==> src/rtl/wb_master_engine.sv <==
// ============================================================================
// Module   : wb_master_engine
// Purpose  : Wishbone classic master engine. Takes single or burst commands,
//            streams write/read beats, and handles retries and aborts.
//            Optional bus timeout: define WB_MASTER_ENGINE_TIMEOUT_EN.
// Revision : 1.0 - initial release
// ============================================================================
`default_nettype none

module wb_master_engine #(
   parameter int AW        = 16,
   parameter int DW        = 32,
   parameter int LW        = 4,
   parameter int MAX_RETRY = 3
`ifdef WB_MASTER_ENGINE_TIMEOUT_EN
   ,
   parameter int TIMEOUT   = 255
`endif
) (
   input  logic            CLK_I,
   input  logic            RST_I,
   input  logic            cmd_valid,
   output logic            cmd_ready,
   input  logic            cmd_we,
   input  logic [AW-1:0]   cmd_adr,
   input  logic [DW/8-1:0] cmd_sel,
   input  logic [LW-1:0]   cmd_len,
   input  logic            wd_valid,
   output logic            wd_ready,
   input  logic [DW-1:0]   wd_data,
   output logic            rd_valid,
   output logic [DW-1:0]   rd_data,
   output logic            done,
   output logic            err,
   output logic [1:0]      err_code,
   output logic [AW-1:0]   ADR_O,
   output logic            CYC_O,
   output logic            STB_O,
   output logic            WE_O,
   output logic [DW/8-1:0] SEL_O,
   output logic [DW-1:0]   DAT_O,
   input  logic [DW-1:0]   DAT_I,
   input  logic            ACK_I,
   input  logic            ERR_I,
   input  logic            RTY_I
);

   localparam logic [1:0]    c_IDLE  = 2'd0;
   localparam logic [1:0]    c_BUS   = 2'd1;
   localparam logic [1:0]    c_RETRY = 2'd2;
   localparam logic [1:0]    c_DONE  = 2'd3;
   localparam logic [AW-1:0] c_STEP  = AW'(DW / 8);
   localparam int            c_RW    = (MAX_RETRY < 1) ? 1 : $clog2(MAX_RETRY + 1);

   logic [1:0]      r_state;
   logic [1:0]      w_next;
   logic [LW-1:0]   r_beats;
   logic [c_RW-1:0] r_retry;

   logic w_accept;
   logic w_err_hit;
   logic w_rty_hit;
   logic w_ack_hit;
   logic w_to_hit;
   logic w_abort;
   logic w_last;
   logic [1:0] w_abort_code;

   // Responses only count while strobing; ERR beats RTY beats ACK.
   assign w_accept     = cmd_valid & cmd_ready;
   assign w_err_hit    = STB_O & ERR_I;
   assign w_rty_hit    = STB_O & ~ERR_I & RTY_I;
   assign w_ack_hit    = STB_O & ~ERR_I & ~RTY_I & ACK_I;
   assign w_abort      = w_err_hit | (w_rty_hit & (r_retry == c_RW'(MAX_RETRY))) | w_to_hit;
   assign w_last       = w_ack_hit & (r_beats == '0);
   assign w_abort_code = w_err_hit ? 2'b01 : (w_rty_hit ? 2'b10 : 2'b11);

`ifdef WB_MASTER_ENGINE_TIMEOUT_EN
   localparam int c_TW = $clog2(TIMEOUT + 1);
   logic [c_TW-1:0] r_to_cnt;

   always_ff @(posedge CLK_I or posedge RST_I) begin
      if (RST_I)
         r_to_cnt <= '0;
      else if (!STB_O || ACK_I || ERR_I || RTY_I)
         r_to_cnt <= '0;
      else
         r_to_cnt <= r_to_cnt + c_TW'(1);
   end

   // Fires on the TIMEOUT-th consecutive silent strobe cycle.
   assign w_to_hit = STB_O & ~(ACK_I | ERR_I | RTY_I) & (r_to_cnt == c_TW'(TIMEOUT - 1));
`else
   assign w_to_hit = 1'b0;
`endif

   always_ff @(posedge CLK_I or posedge RST_I) begin
      if (RST_I)
         r_state <= c_IDLE;
      else
         r_state <= w_next;
   end

   always_comb begin
      w_next = r_state;
      case (r_state)
         c_IDLE:  if (w_accept) w_next = c_BUS;
         c_BUS: begin
            if (w_abort || w_last)
               w_next = c_DONE;
            else if (w_rty_hit)
               w_next = c_RETRY;
         end
         c_RETRY: w_next = c_BUS;
         c_DONE:  w_next = c_IDLE;
         default: w_next = c_IDLE;
      endcase
   end

   always_comb begin
      cmd_ready = 1'b0;
      wd_ready  = 1'b0;
      cmd_ready = (r_state == c_IDLE) & ~RST_I;
      wd_ready  = (r_state == c_BUS) & CYC_O & WE_O & ~STB_O;
   end

   always_ff @(posedge CLK_I or posedge RST_I) begin
      if (RST_I) begin
         ADR_O    <= '0;
         CYC_O    <= 1'b0;
         STB_O    <= 1'b0;
         WE_O     <= 1'b0;
         SEL_O    <= '0;
         DAT_O    <= '0;
         rd_valid <= 1'b0;
         rd_data  <= '0;
         done     <= 1'b0;
         err      <= 1'b0;
         err_code <= 2'b00;
         r_beats  <= '0;
         r_retry  <= '0;
      end else begin
         rd_valid <= 1'b0;
         done     <= 1'b0;
         err      <= 1'b0;
         case (r_state)
            c_IDLE: begin
               if (w_accept) begin
                  CYC_O    <= 1'b1;
                  STB_O    <= ~cmd_we;
                  WE_O     <= cmd_we;
                  ADR_O    <= cmd_adr;
                  SEL_O    <= cmd_sel;
                  r_beats  <= cmd_len;
                  r_retry  <= '0;
                  err_code <= 2'b00;
               end
            end
            c_BUS: begin
               if (w_abort) begin
                  CYC_O    <= 1'b0;
                  STB_O    <= 1'b0;
                  WE_O     <= 1'b0;
                  done     <= 1'b1;
                  err      <= 1'b1;
                  err_code <= w_abort_code;
               end else if (w_rty_hit) begin
                  CYC_O   <= 1'b0;
                  STB_O   <= 1'b0;
                  r_retry <= r_retry + c_RW'(1);
               end else if (w_ack_hit) begin
                  ADR_O   <= ADR_O + c_STEP;
                  r_beats <= r_beats - LW'(1);
                  r_retry <= '0;
                  if (!WE_O) begin
                     rd_valid <= 1'b1;
                     rd_data  <= DAT_I;
                  end
                  if (r_beats == '0) begin
                     CYC_O <= 1'b0;
                     STB_O <= 1'b0;
                     WE_O  <= 1'b0;
                     done  <= 1'b1;
                  end else if (WE_O) begin
                     STB_O <= 1'b0;
                  end
               end else if (wd_valid && wd_ready) begin
                  DAT_O <= wd_data;
                  STB_O <= 1'b1;
               end
            end
            // Re-issue the same beat; address and data are untouched.
            c_RETRY: begin
               CYC_O <= 1'b1;
               STB_O <= 1'b1;
            end
            default: ;
         endcase
      end
   end

endmodule

`default_nettype wire

==> config.mk <==
export PLATFORM = sky130hd
export DESIGN_NAME = wb_master_engine
export DESIGN_NICKNAME = d
export VERILOG_FILES = /design/src/rtl/wb_master_engine.sv
export SDC_FILE = /design/constraint.sdc
export NUM_CORES = 1
export LEC_CHECK = 0
export ABC_AREA = 0
export BUFFER_PORTS_ARGS = -buffer_cell sky130_fd_sc_hd__buf_2
export CAP_MARGIN = 5
export CORE_ASPECT_RATIO = 1.1
export CORE_MARGIN = 2
export CORE_UTILIZATION = 49
export DETAILED_ROUTE_END_ITERATION = 6
export HOLD_SLACK_MARGIN = 0.02
export MAX_ROUTING_LAYER = met4
export PLACE_DENSITY = 0.8
export RECOVER_POWER = 25
export SYNTH_ARGS = -nofsm -noshare
export SYNTH_HDL_FRONTEND = slang
export SYNTH_SLANG_ARGS = --single-unit
==> constraint.sdc <==
create_clock -name CLK_I -period 3.9 [get_ports CLK_I]
set_clock_uncertainty 0.05 [all_clocks]
set_input_delay 0.78 -clock CLK_I [delete_from_list [all_inputs] [get_ports CLK_I]]
set_output_delay 0.78 -clock CLK_I [all_outputs]
set_load 0.005 [all_outputs]
==> results of run 1 <==
final timing paths:
kind	cells after the start	from	end
worst min-delay path	1	r_retry[0]$_DFFE_PP0P_	r_retry[0]$_DFFE_PP0P_
min in group asynchronous	2	RST_I	ADR_O[1]$_DFFE_PP0P_
max in group asynchronous	3	RST_I	err_code[1]$_DFFE_PP0P_
worst max register to register	5	r_state[1]$_DFFE_PP0P_	rd_data[6]$_DFFE_PP0P_
worst max-delay path	5	RST_I	r_state[1]$_DFFE_PP0P_
worst min register to register	1	r_retry[0]$_DFFE_PP0P_	r_retry[0]$_DFFE_PP0P_
critical path: cells and delay by family:
family / cells / cell delay (ns)
buf+inv: 2 / 1.13
mux: 1 / 0.30
compound gates: 2 / 0.86
state kept, by name, summed over array words and instances (netlist names), 2 cells and up:
name,cells
r_beats,4
r_state,2
SEL_O,4
ADR_O,16
DAT_O,32
err_code,2
rd_data,32
r_retry,2
kinds of logic after synthesis:
kind of cell	Yosys count
AO/OA/AOI/OAI	71
AND/OR/NAND/NOR	86
adder cells (fa/ha/maj)	9
multiplexers	78
flip-flops	100
buffers and inverters	35
metal layers:
metal / wire, um / vias up
li1: - / 1757
met5: 0 / -
met2: 5750 / 169
met1: 5130 / 1798
met4: 195 / 0
met3: 846 / 14
synth_stat cells (4+ instances only):
library cell  number
a21oi_1           23
and4_1             4
buf_2              7
buf_6              6
clkbuf_1           5
dfrtp_1          100
ha_1               9
inv_1             14
mux2_2            16
mux2_4            57
mux2i_1            5
nand2_1           18
nand2b_1           6
nand3_1           11
nand4_1            4
nor2_1            10
nor3_1            14
nor4_1             4
o21ai_0            9
o22ai_1            8
stage by stage:
step / instance area, um2 / worst slack [ns] / cells
after floorplan: 4880 / 0.572 / 379
after global placement: 5870 / 1.29 / 671
after detailed placement: 5870 / 1.20 / 671
after CTS: 6070 / 1.17 / 687
after global routing: 6030 / 0.682 / 687
final: 6030 / 1.03 / 687
area by class of cell:
type                    count  area, um2
clock inverters             7       81.3
multi-input cells         244       2180
inverters                  15       60.1
flip-flops and latches    100       2500
well taps                 120        150
fillers                   809       3760
clock buffers               9        124
repair buffers            192        930
power breakdown:
| part | internal [uW] | leakage (uW) | switching [uW] |
|---|---|---|---|
| Clock | 307 | 0.000106 | 381 |
| Sequential | 1490 | 0.00124 | 343 |
| Combinational | 1060 | 0.00179 | 952 |
| Total | 2860 | 0.00314 | 1680 |
==> metrics.md, run 1 <==
| Metric | Value |
|---|---|
| Status | finished clean |
| CTS tree | yes |
| Starting Density | 49.8% |
| Met3 usage | a little under 4% |
| Simple-gate share of the synthesized area | 10.3% |
| Fmax | between 300 and 400 MHz |
| DP HPWL | 8.69 mm |
| Remaining global-route overflow | 0 |
| Clock Tree Buf Depth | 2 |
| Most frequent cells in the layout | buf_2 (158), dfrtp_1 (100), mux2_4 (57) |
| WL/cell | between 15 and 20 um |
| Total of max-cap violations | 0 |
| Hold Vio Cnt, Final | 0 |
| Hold slack | about 0.46 ns |
| Vias in the first global route | 3554 |
| Yosys warns | 0 |
| Utilization after layout | just over 60% |
| Crit-path max cell delay | 0.95 ns |
| Clk_lat worst skew | roughly 0.36 ns |
| Clk sinks | 100 |
| Most frequent CP cell | a21oi_1 |
| Post-synthesis mux area share | between 20 and 25% |
| Die Footprint | about 11000 um2 |
| RSZ-0062 raised after global routing | no |
| Primary FF master, synth | dfrtp_1 |
| CP Cell Sequence | clkbuf_1, clkinvlp_2, a21oi_1, a21oi_1, mux2_2 |
| Post-synth ARST share | 100% |
| Max stage delay cell, worst path | clkinvlp_2 |
| DRC viols | 0 |
| Global-route wire length before repair | 18.3 mm |
| Synth cell types | 55 |
| Core ar. | between 9000 and 10000 um2 |
| Clk pin slew, worst setup/hold paths | ~0.10 ns |
| Startpoint types | input pin |
| Post-synth top area share | 51.3% |
| Synth Area in Adders | 2.31% |
| Row count | 38 |
| CTS Root Cell | clkbuf_8 |
| Layout area overhead | 23.6% |
| GRT Max-Usage Layer | met2 |
| Critical Path RT | a little over 4 ns |
| CTS buffer count | 9 |
| Worst Hold Class | reg -> reg |
| CP endpoint kind | flip-flop |
| Met2 usage | between 30% and 40% |
| Worst slew pin tran | approximately 1.1 ns |
| Post-CTS setup buffers | 0 |
| Routability Congestion | approximately 0.87 |
| Mean Syn Cell Area | between 10 and 15 um2 |
| Via count | 3738 |
| Layout cell share with drive strength beyond 1 | 45.5% |
| Setup violators final | 0 |
| EDFF count, synth | 0 |
| Largest family of logic cells by synthesized area | multiplexers |
| Compound-Gate Fraction of Synth Area | under 10% |
| Largest area contributor in the netlist | dfrtp_1 |
| Post-Syn Instances | roughly 380 |
| Lkg Pwr | ~0.0031 uW |
| Critical Path AT | ~3.1 ns |
| Post-Syn Area | 4880 um2 |
| Worst reg2reg setup slack | around 1.2 ns |
| Die Y | between 100 and 150 um |
| Fin crit period | 2.87 ns |
| Max VDD drop | roughly 0.36 mV |
| Post-synthesis sequential area ratio | between 50% and 60% |
| Detail Route Antenna Nets | 0 |
| CTS Hold Bufs | 0 |
| XOR/XNOR Fraction of Synth Area | 0% |
| Initial antenna violation count | 0 |
| I/O pin total | between 150 and 200 |
| Commonest non-fill, non-tap cell in the layout | buf_2 |
| Die width | 99.1 um |
| Diode count | 0 |
| FF+latch count, synth | 100 |
| Drt pass-1 iters | 4 |
| Final period utilization | between 70% and 80% |
| Detailed Route WL | 11.9 mm |
| 1st-iter DRT viols | 177 |
| Pwr/cell area | 752 nW/um2 |
| Worst relative slew slack | 23.9% |
| IO buf count | approximately 190 |
| Largest net degree at the start of global routing | approximately 80 |
| Vias per Instance | about 5.4 |
| Synth area leaders | dfrtp_1 (51%), mux2_4 (18%), mux2_2 (3.7%) |
| Met1 usage | about 29% |
| WS Path Type | in -> reg |
| Post-layout total power | 4530 uW |
| CP max FO | 25 |
| GRT Util Overall | around 22% |
| PostCTS Resize Cnt | 0 |
| Setup tns final | 0 ns |
| H-tree depth | 3 |
| Syn_nets | ~480 |
| Final Max Slew Viols | 0 |
| Final nets | around 670 |
No activity file was read; power rests on OpenSTA's default activity.
==> run 2: changes to the inputs <==
CORE_UTILIZATION = 44   (was 49)
PLACE_DENSITY = 0.76   (was 0.8)
clock period = 2.6 ns   (was 3.9 ns; I/O delays follow)
==> run 2 against run 1 <==
Final cell count rose by 4.8%. Count of clock-buffer cells in the layout grew 4. Hold slack lost 0.11 ns. Die area up 11%. Flip-flop and latch count did not move. Highest routed layer unchanged. Worst setup slack worse by 0.81 ns. Critical endpoint is now wd_ready. Combinational power rose by 53%.
==> metrics.md, run 2 (synthesis results as in run 1) <==
| Metric | Value |
|---|---|
| Worst slew pin tran | 1.36 ns (+0.229 ns) |
| Fin area | 6230 um2 (+3.3%) |
| Clock Tree Buf Depth | 2 (unchanged) |
| Layout cell share with drive strength beyond 1 | 50.8% (+5.3 points) |
| Worst reg2reg setup slack | 0.38 ns (-0.80 ns) |
| Die width | 104 um (+5.3%) |
| Max stage delay cell, worst path | dfrtp_1 |
| Final Max Slew Viols | 0 (unchanged) |
| Fin crit period | around 2.4 ns |
| Cell Int Power | 4580 uW (+60%) |
| Clk pin slew, worst setup/hold paths | 0.07 ns (-0.03 ns) |
| Global-route wire length before repair | 18.7 mm (+2.5%) |
| RR Endpoint | DAT_O[15]$_DFFE_PP0P_ |
| RSZ-0062 raised after global routing | no |
| Die Footprint | 11900 um2 (+11%) |
| Clk pwr share | 17.5% (+2.3 points) |
| Max VDD drop | 0.494 mV (+38%) |
| Crit-path max cell delay | 0.43 ns (-0.52 ns) |
| PostCTS Resize Cnt | 0 (unchanged) |
| I/O pin total | 190 (unchanged) |
| Routability Congestion | 0.888 (+1.7%) |
| Final period utilization | 91.3% |
| WL/cell | 16.3 um (-6.2%) |
| R2r worst-path depth | 7 (+2) |
| CP endpoint kind | primary output |
| Most frequent cells in the layout | buf_2 (188), dfrtp_1 (100), mux2_4 (57) |
| Critical Path AT | 1.80 ns (-1.27 ns) |
| IO buf count | 189 (unchanged) |
| Detail Route Antenna Nets | 0 (unchanged) |
| DP Area | 5970 um2 (+1.8%) |
| Largest net degree at the start of global routing | 101 (+29%) |
| Hold slack | 0.351 ns (-0.107 ns) |
| Via count | 3778 (+1.1%) |
| Switch Pwr | 2490 uW (+49%) |
| Critical Path RT | 2.03 ns (-2.07 ns) |
| Detailed Route WL | 11.7 mm (-1.7%) |
| GRT Util Overall | 20.4% (-1.9 points) |
| CTS tree | yes |
| CTS buffer count | 9 (unchanged) |
| Row count | 40 (+5.3%) |
| Setup violators final | 0 (unchanged) |
| Hold EP | SEL_O[2]$_DFFE_PP0P_ |
| Worst Hold Class | in -> reg |
| Total of max-cap violations | 0 (unchanged) |
| DP HPWL | 8.51 mm (-2.0%) |
| CP Cell Sequence | inv_1, ha_2, inv_4, nor4_4, buf_2 |
| Fill cells | 948 (+17%) |
| Pwr/cell area | 1140 nW/um2 (+51%) |
| Starting Density | 44.9% (-4.9 points) |
| Worst relative slew slack | 9.01% (-15 points) |
| Lkg Pwr | 0.00330 uW (+5.2%) |
| 1st-iter DRT viols | 205 (+16%) |
| Die Y | 114 um (+5.3%) |
| CTS Root Cell | clkbuf_16 |
| HP Start | cmd_sel[2] |
| Vias per Instance | 5.25 (-3.6%) |
| Layout area overhead | 27.7% |
| Clk_lat worst skew | 0.34 ns (-0.02 ns) |
| Comb power frac | 43.6% (-0.7 points) |
| Drt pass-1 iters | 4 (unchanged) |
| Switching fraction of total power | 35.2% (-1.8 points) |
| RR Startpoint | r_state[1]$_DFFE_PP0P_ |
| CP max FO | 17 (-32%) |
| Fmax | 421 MHz |
| DRC viols | 0 (unchanged) |
| Clk sinks | 100 (unchanged) |
| Remaining global-route overflow | 0 (unchanged) |
| Diode count | 0 (unchanged) |
| Core ar. | 10900 um2 (+11%) |
| H-tree depth | 3 (unchanged) |
| Worst hold path depth | 2 (+1) |
| Hold Vio Cnt, Final | 0 (unchanged) |
| Vias in the first global route | 3677 (+3.5%) |
| Final nets | 673 (+0.90%) |
| Largest regs | DAT_O x32, rd_data x32, ADR_O x16 |
| Post-CTS setup buffers | 0 (unchanged) |
| CTS Hold Bufs | 0 (unchanged) |
| Status | finished clean |
| Seq pwr share | 39.0% (-1.5 points) |
| WS Path Type | reg -> out |
| Initial antenna violation count | 0 (unchanged) |
| Startpoint types | flip-flop |
| Commonest non-fill, non-tap cell in the layout | buf_2 |
-- run 2: cell count changes in the layout (fill, tap and decap cells not counted), sizes merged --
cell / change
clkbuf: -25
bufinv: -1
inv: -3
buf: +35
-- run 2: worst max-delay path, delay by kind of cell (launching register included) --
kind	cells	cell delay, ns
flops	1	0.43
simple gates	1	0.22
buf+inv	3	0.46
fa+ha+maj	1	0.33
-- run 2: worst max-delay path by stage --
| stage | from | endpoint |
|---|---|---|
| CTS | r_state[1]$_DFFE_PP0P_ | wd_ready |
| detailed placement | r_state[1]$_DFFE_PP0P_ | DAT_O[4]$_DFFE_PP0P_ |
| global placement | r_state[1]$_DFFE_PP0P_ | DAT_O[24]$_DFFE_PP0P_ |
| finish | r_state[1]$_DFFE_PP0P_ | wd_ready |
| global route | r_state[1]$_DFFE_PP0P_ | wd_ready |
| floorplan | RST_I | r_state[1]$_DFFE_PP0P_ |
-- run 2: final cells by class --
class / count / area [um2] / share of cell area (%)
sequential: 100 / 2500 / 40.2
multi-input combinational: 244 / 2180 / 35.0
timing repair buffer: 198 / 1020 / 16.4
clock buffer: 13 / 250 / 4.02
tap: 147 / 184 / 2.95
inverter: 15 / 62.6 / 1.00
clock inverter: 3 / 22.5 / 0.362
-- run 2: per-stage QoR --
stage / setup TNS (ns) / power, uW / instances / worst slack, ns / util, %
2_1_floorplan: -1.46 / 4720 / 379 / -0.456 / -
3_3_place_gp: 0 / 5750 / 704 / 0.493 / 55.0
3_5_place_dp: 0 / 5870 / 704 / 0.394 / 55.0
4_1_cts: 0 / 7140 / 720 / 0.221 / 57.5
5_1_grt: 0 / 7580 / 720 / 0.0715 / 57.4
6_report: 0 / 7080 / 720 / 0.227 / 57.4
-- run 2: power by group through the flow --
| stage | clock [uW] | sequential [uW] | combinational (uW) |
|---|---|---|---|
| 4_1_cts | 1270 | 2760 | 3110 |
| 3_3_place_gp | 0 | 2740 | 3010 |
| 2_1_floorplan | 0 | 2740 | 1980 |
| 3_5_place_dp | 0 | 2770 | 3100 |
| 5_1_grt | 1340 | 2860 | 3380 |
| 6_report | 1240 | 2760 | 3080 |
-- run 2: routing by layer --
metal  part of all wire, %  GRT usage [%]
met2                    49           31.5
met5                     0              -
met3                   5.6           3.81
met1                    43           25.8
met4                   2.3           10.2
==> run 3: changes to the inputs <==
CORE_UTILIZATION = 53   (was 44)
PLACE_DENSITY = 0.86   (was 0.76)
clock period = 2.83 ns   (was 2.6 ns; I/O delays follow)
==> run 3 against run 2 <==
Worst setup slack improved by 0.056 ns. Cell area decreased by 2.2%. Sequential share of layout area increased by 0.92 points. Clock power decreased by 29%. Largest cell class unchanged.
==> metrics.md, run 3 (synthesis results as in run 1) <==
| Metric | Value |
|---|---|
| Clk sinks | 100 (unchanged) |
| Detailed Route WL | 12.1 mm (+3.6%) |
| Critical Path AT | 1.93 ns (+0.13 ns) |
| PostCTS Resize Cnt | 0 (unchanged) |
| Fin crit period | between 2 and 3 ns |
| Remaining global-route overflow | 0 (unchanged) |
| CTS tree | yes |
| Final nets | 672 (-0.15%) |
| Status | finished clean |
| Crit-path max cell delay | 0.45 ns (+0.02 ns) |
| 1st-iter DRT viols | 206 (+0.49%) |
| Clock Tree Buf Depth | 2 (unchanged) |
| Global-route wire length before repair | 19.1 mm (+2.0%) |
| Row count | 36 (-10%) |
| CTS Hold Bufs | 0 (unchanged) |
| WS Path Type | reg -> out |
| Pwr/cell area | 1030 nW/um2 (-9.1%) |
| Fill cells | 637 (-33%) |
| GRT Util Overall | 25.2% (+4.8 points) |
| Drt pass-1 iters | 4 (unchanged) |
| Vias in the first global route | 3810 (+3.6%) |
| Die Footprint | 9990 um2 (-16%) |
| Worst relative slew slack | 11.4% (+2.4 points) |
| CP max FO | 17 (unchanged) |
| WL/cell | 17.7 um (+8.8%) |
| Starting Density | 54.7% (+9.8 points) |
| Max VDD drop | 0.558 mV (+13%) |
| Post-layout total power | 6290 uW (-11%) |
| Critical Path RT | 2.21 ns (+0.18 ns) |
| Startpoint types | flip-flop |
| Setup ws final | 0.283 ns (+0.0563 ns) |
| Setup violators final | 0 (unchanged) |
| Clk pin slew, worst setup/hold paths | 0.11 ns (+0.04 ns) |
| CP endpoint kind | primary output |
| Hold Vio Cnt, Final | 0 (unchanged) |
| CP Cell Sequence | inv_1, ha_2, inv_4, nor4_4, buf_2 |
| Final period utilization | about nine tenths |
| Post-Place Worst Slack | 0.539 ns (+0.144 ns) |
| Most frequent cells in the layout | buf_2 (188), dfrtp_1 (100), mux2_4 (57) |
| Worst reg2reg setup slack | 0.52 ns (+0.14 ns) |
| Worst Hold Class | in -> reg |
| Fmax | between 300 and 400 MHz |
| Commonest non-fill, non-tap cell in the layout | buf_2 |
| Layout area overhead | 24.8% |
| H-tree depth | 3 (unchanged) |
| Layout cell share with drive strength beyond 1 | 51.2% (+0.44 points) |
| DRC viols | 0 (unchanged) |
| CTS Root Cell | clkbuf_8 |
| Utilization after layout | 68.3% (+11 points) |
| Worst slew pin tran | 1.33 ns (-0.0363 ns) |
| Diode count | 0 (unchanged) |
| Largest regs | DAT_O x32, rd_data x32, ADR_O x16 |
| Final Max Slew Viols | 0 (unchanged) |
| Post-CTS setup buffers | 0 (unchanged) |
| Initial antenna violation count | 0 (unchanged) |
| DP HPWL | 8.83 mm (+3.8%) |
| CTS buffer count | 9 (unchanged) |
| I/O pin total | 190 (unchanged) |
| Max stage delay cell, worst path | dfrtp_1 |
| Largest net degree at the start of global routing | 101 (unchanged) |
| Die Y | 105 um (-8.6%) |
| Core ar. | 8920 um2 (-18%) |
| IO buf count | 189 (unchanged) |
| Die width | 95.5 um (-8.5%) |
| Routability Congestion | 0.857 (-3.5%) |
| Clk_lat worst skew | 0.36 ns (+0.02 ns) |
| Lkg Pwr | 0.00325 uW (-1.5%) |
| Via count | 3813 (+0.93%) |
| Total of max-cap violations | 0 (unchanged) |
| Setup tns final | 0 ns (unchanged) |
| RSZ-0062 raised after global routing | no |
| Vias per Instance | 5.56 (+5.9%) |
| Detail Route Antenna Nets | 0 (unchanged) |
[run 3: changes by cell type in the layout (fill, tap and decap cells not counted), moves of 2 or more]
cell / change
clkbuf_1: -3
inv_8: +2
clkbuf_8: +9
clkbuf_16: -9
[run 3: path summary, 6_finish.rpt]
path                                         from                 endpoint  depth (start not counted)
setup / recovery           r_state[1]$_DFFE_PP0P_                 wd_ready                          5
hold / removal                          DAT_I[26]  rd_data[26]$_DFFE_PP0P_                          2
setup reg to reg           r_state[1]$_DFFE_PP0P_    DAT_O[22]$_DFFE_PP0P_                          7
hold reg to reg              DAT_O[3]$_DFFE_PP0P_     DAT_O[3]$_DFFE_PP0P_                          1
max in group asynchronous                   RST_I    DAT_O[22]$_DFFE_PP0P_                          3
min in group asynchronous                   RST_I     SEL_O[2]$_DFFE_PP0P_                          3
[run 3: stage by stage]
stage               area (um2)  hold slack (ns)  instances
global route              6090            0.351        686
floorplan                 4880            0.409        379
detailed placement        5910            0.436        670
CTS                       6100            0.343        686
global placement          5910            0.429        670
finish                    6090            0.365        686
[run 3: power breakdown]
| part | switching, uW | total (uW) | internal (uW) |
|---|---|---|---|
| sequential | 478 | 2530 | 2060 |
| combinational | 1350 | 2870 | 1520 |
| clock | 523 | 884 | 361 |
[run 3: critical path: cells and delay by family, from the launching register on]
family / cells / cell delay, ns
buffers and inverters: 3 / 0.48
DFF: 1 / 0.45
adders and majority gates: 1 / 0.39
and+or+nand+nor: 1 / 0.25
[run 3: routing by layer]
| metal | vias to the layer above | GRT usage [%] | wire length [um] |
|---|---|---|---|
| li1 | 1759 | - | - |
| met3 | 26 | 4.04 | 838 |
| met1 | 1859 | 30.6 | 4790 |
| met2 | 169 | 41.2 | 6180 |
| met4 | 0 | 11.2 | 334 |
| met5 | - | - | 0 |
[run 3: area by class of cell]
cell class | count | area, um2 | area share (%)
inverters | 15 | 62.6 | 1.03
repair buffers | 197 | 1000 | 16.5
flip-flops and latches | 100 | 2500 | 41.1
clock inverters | 6 | 56.3 | 0.925
clock buffers | 10 | 138 | 2.26
well taps | 114 | 143 | 2.34
multi-input cells | 244 | 2180 | 35.9
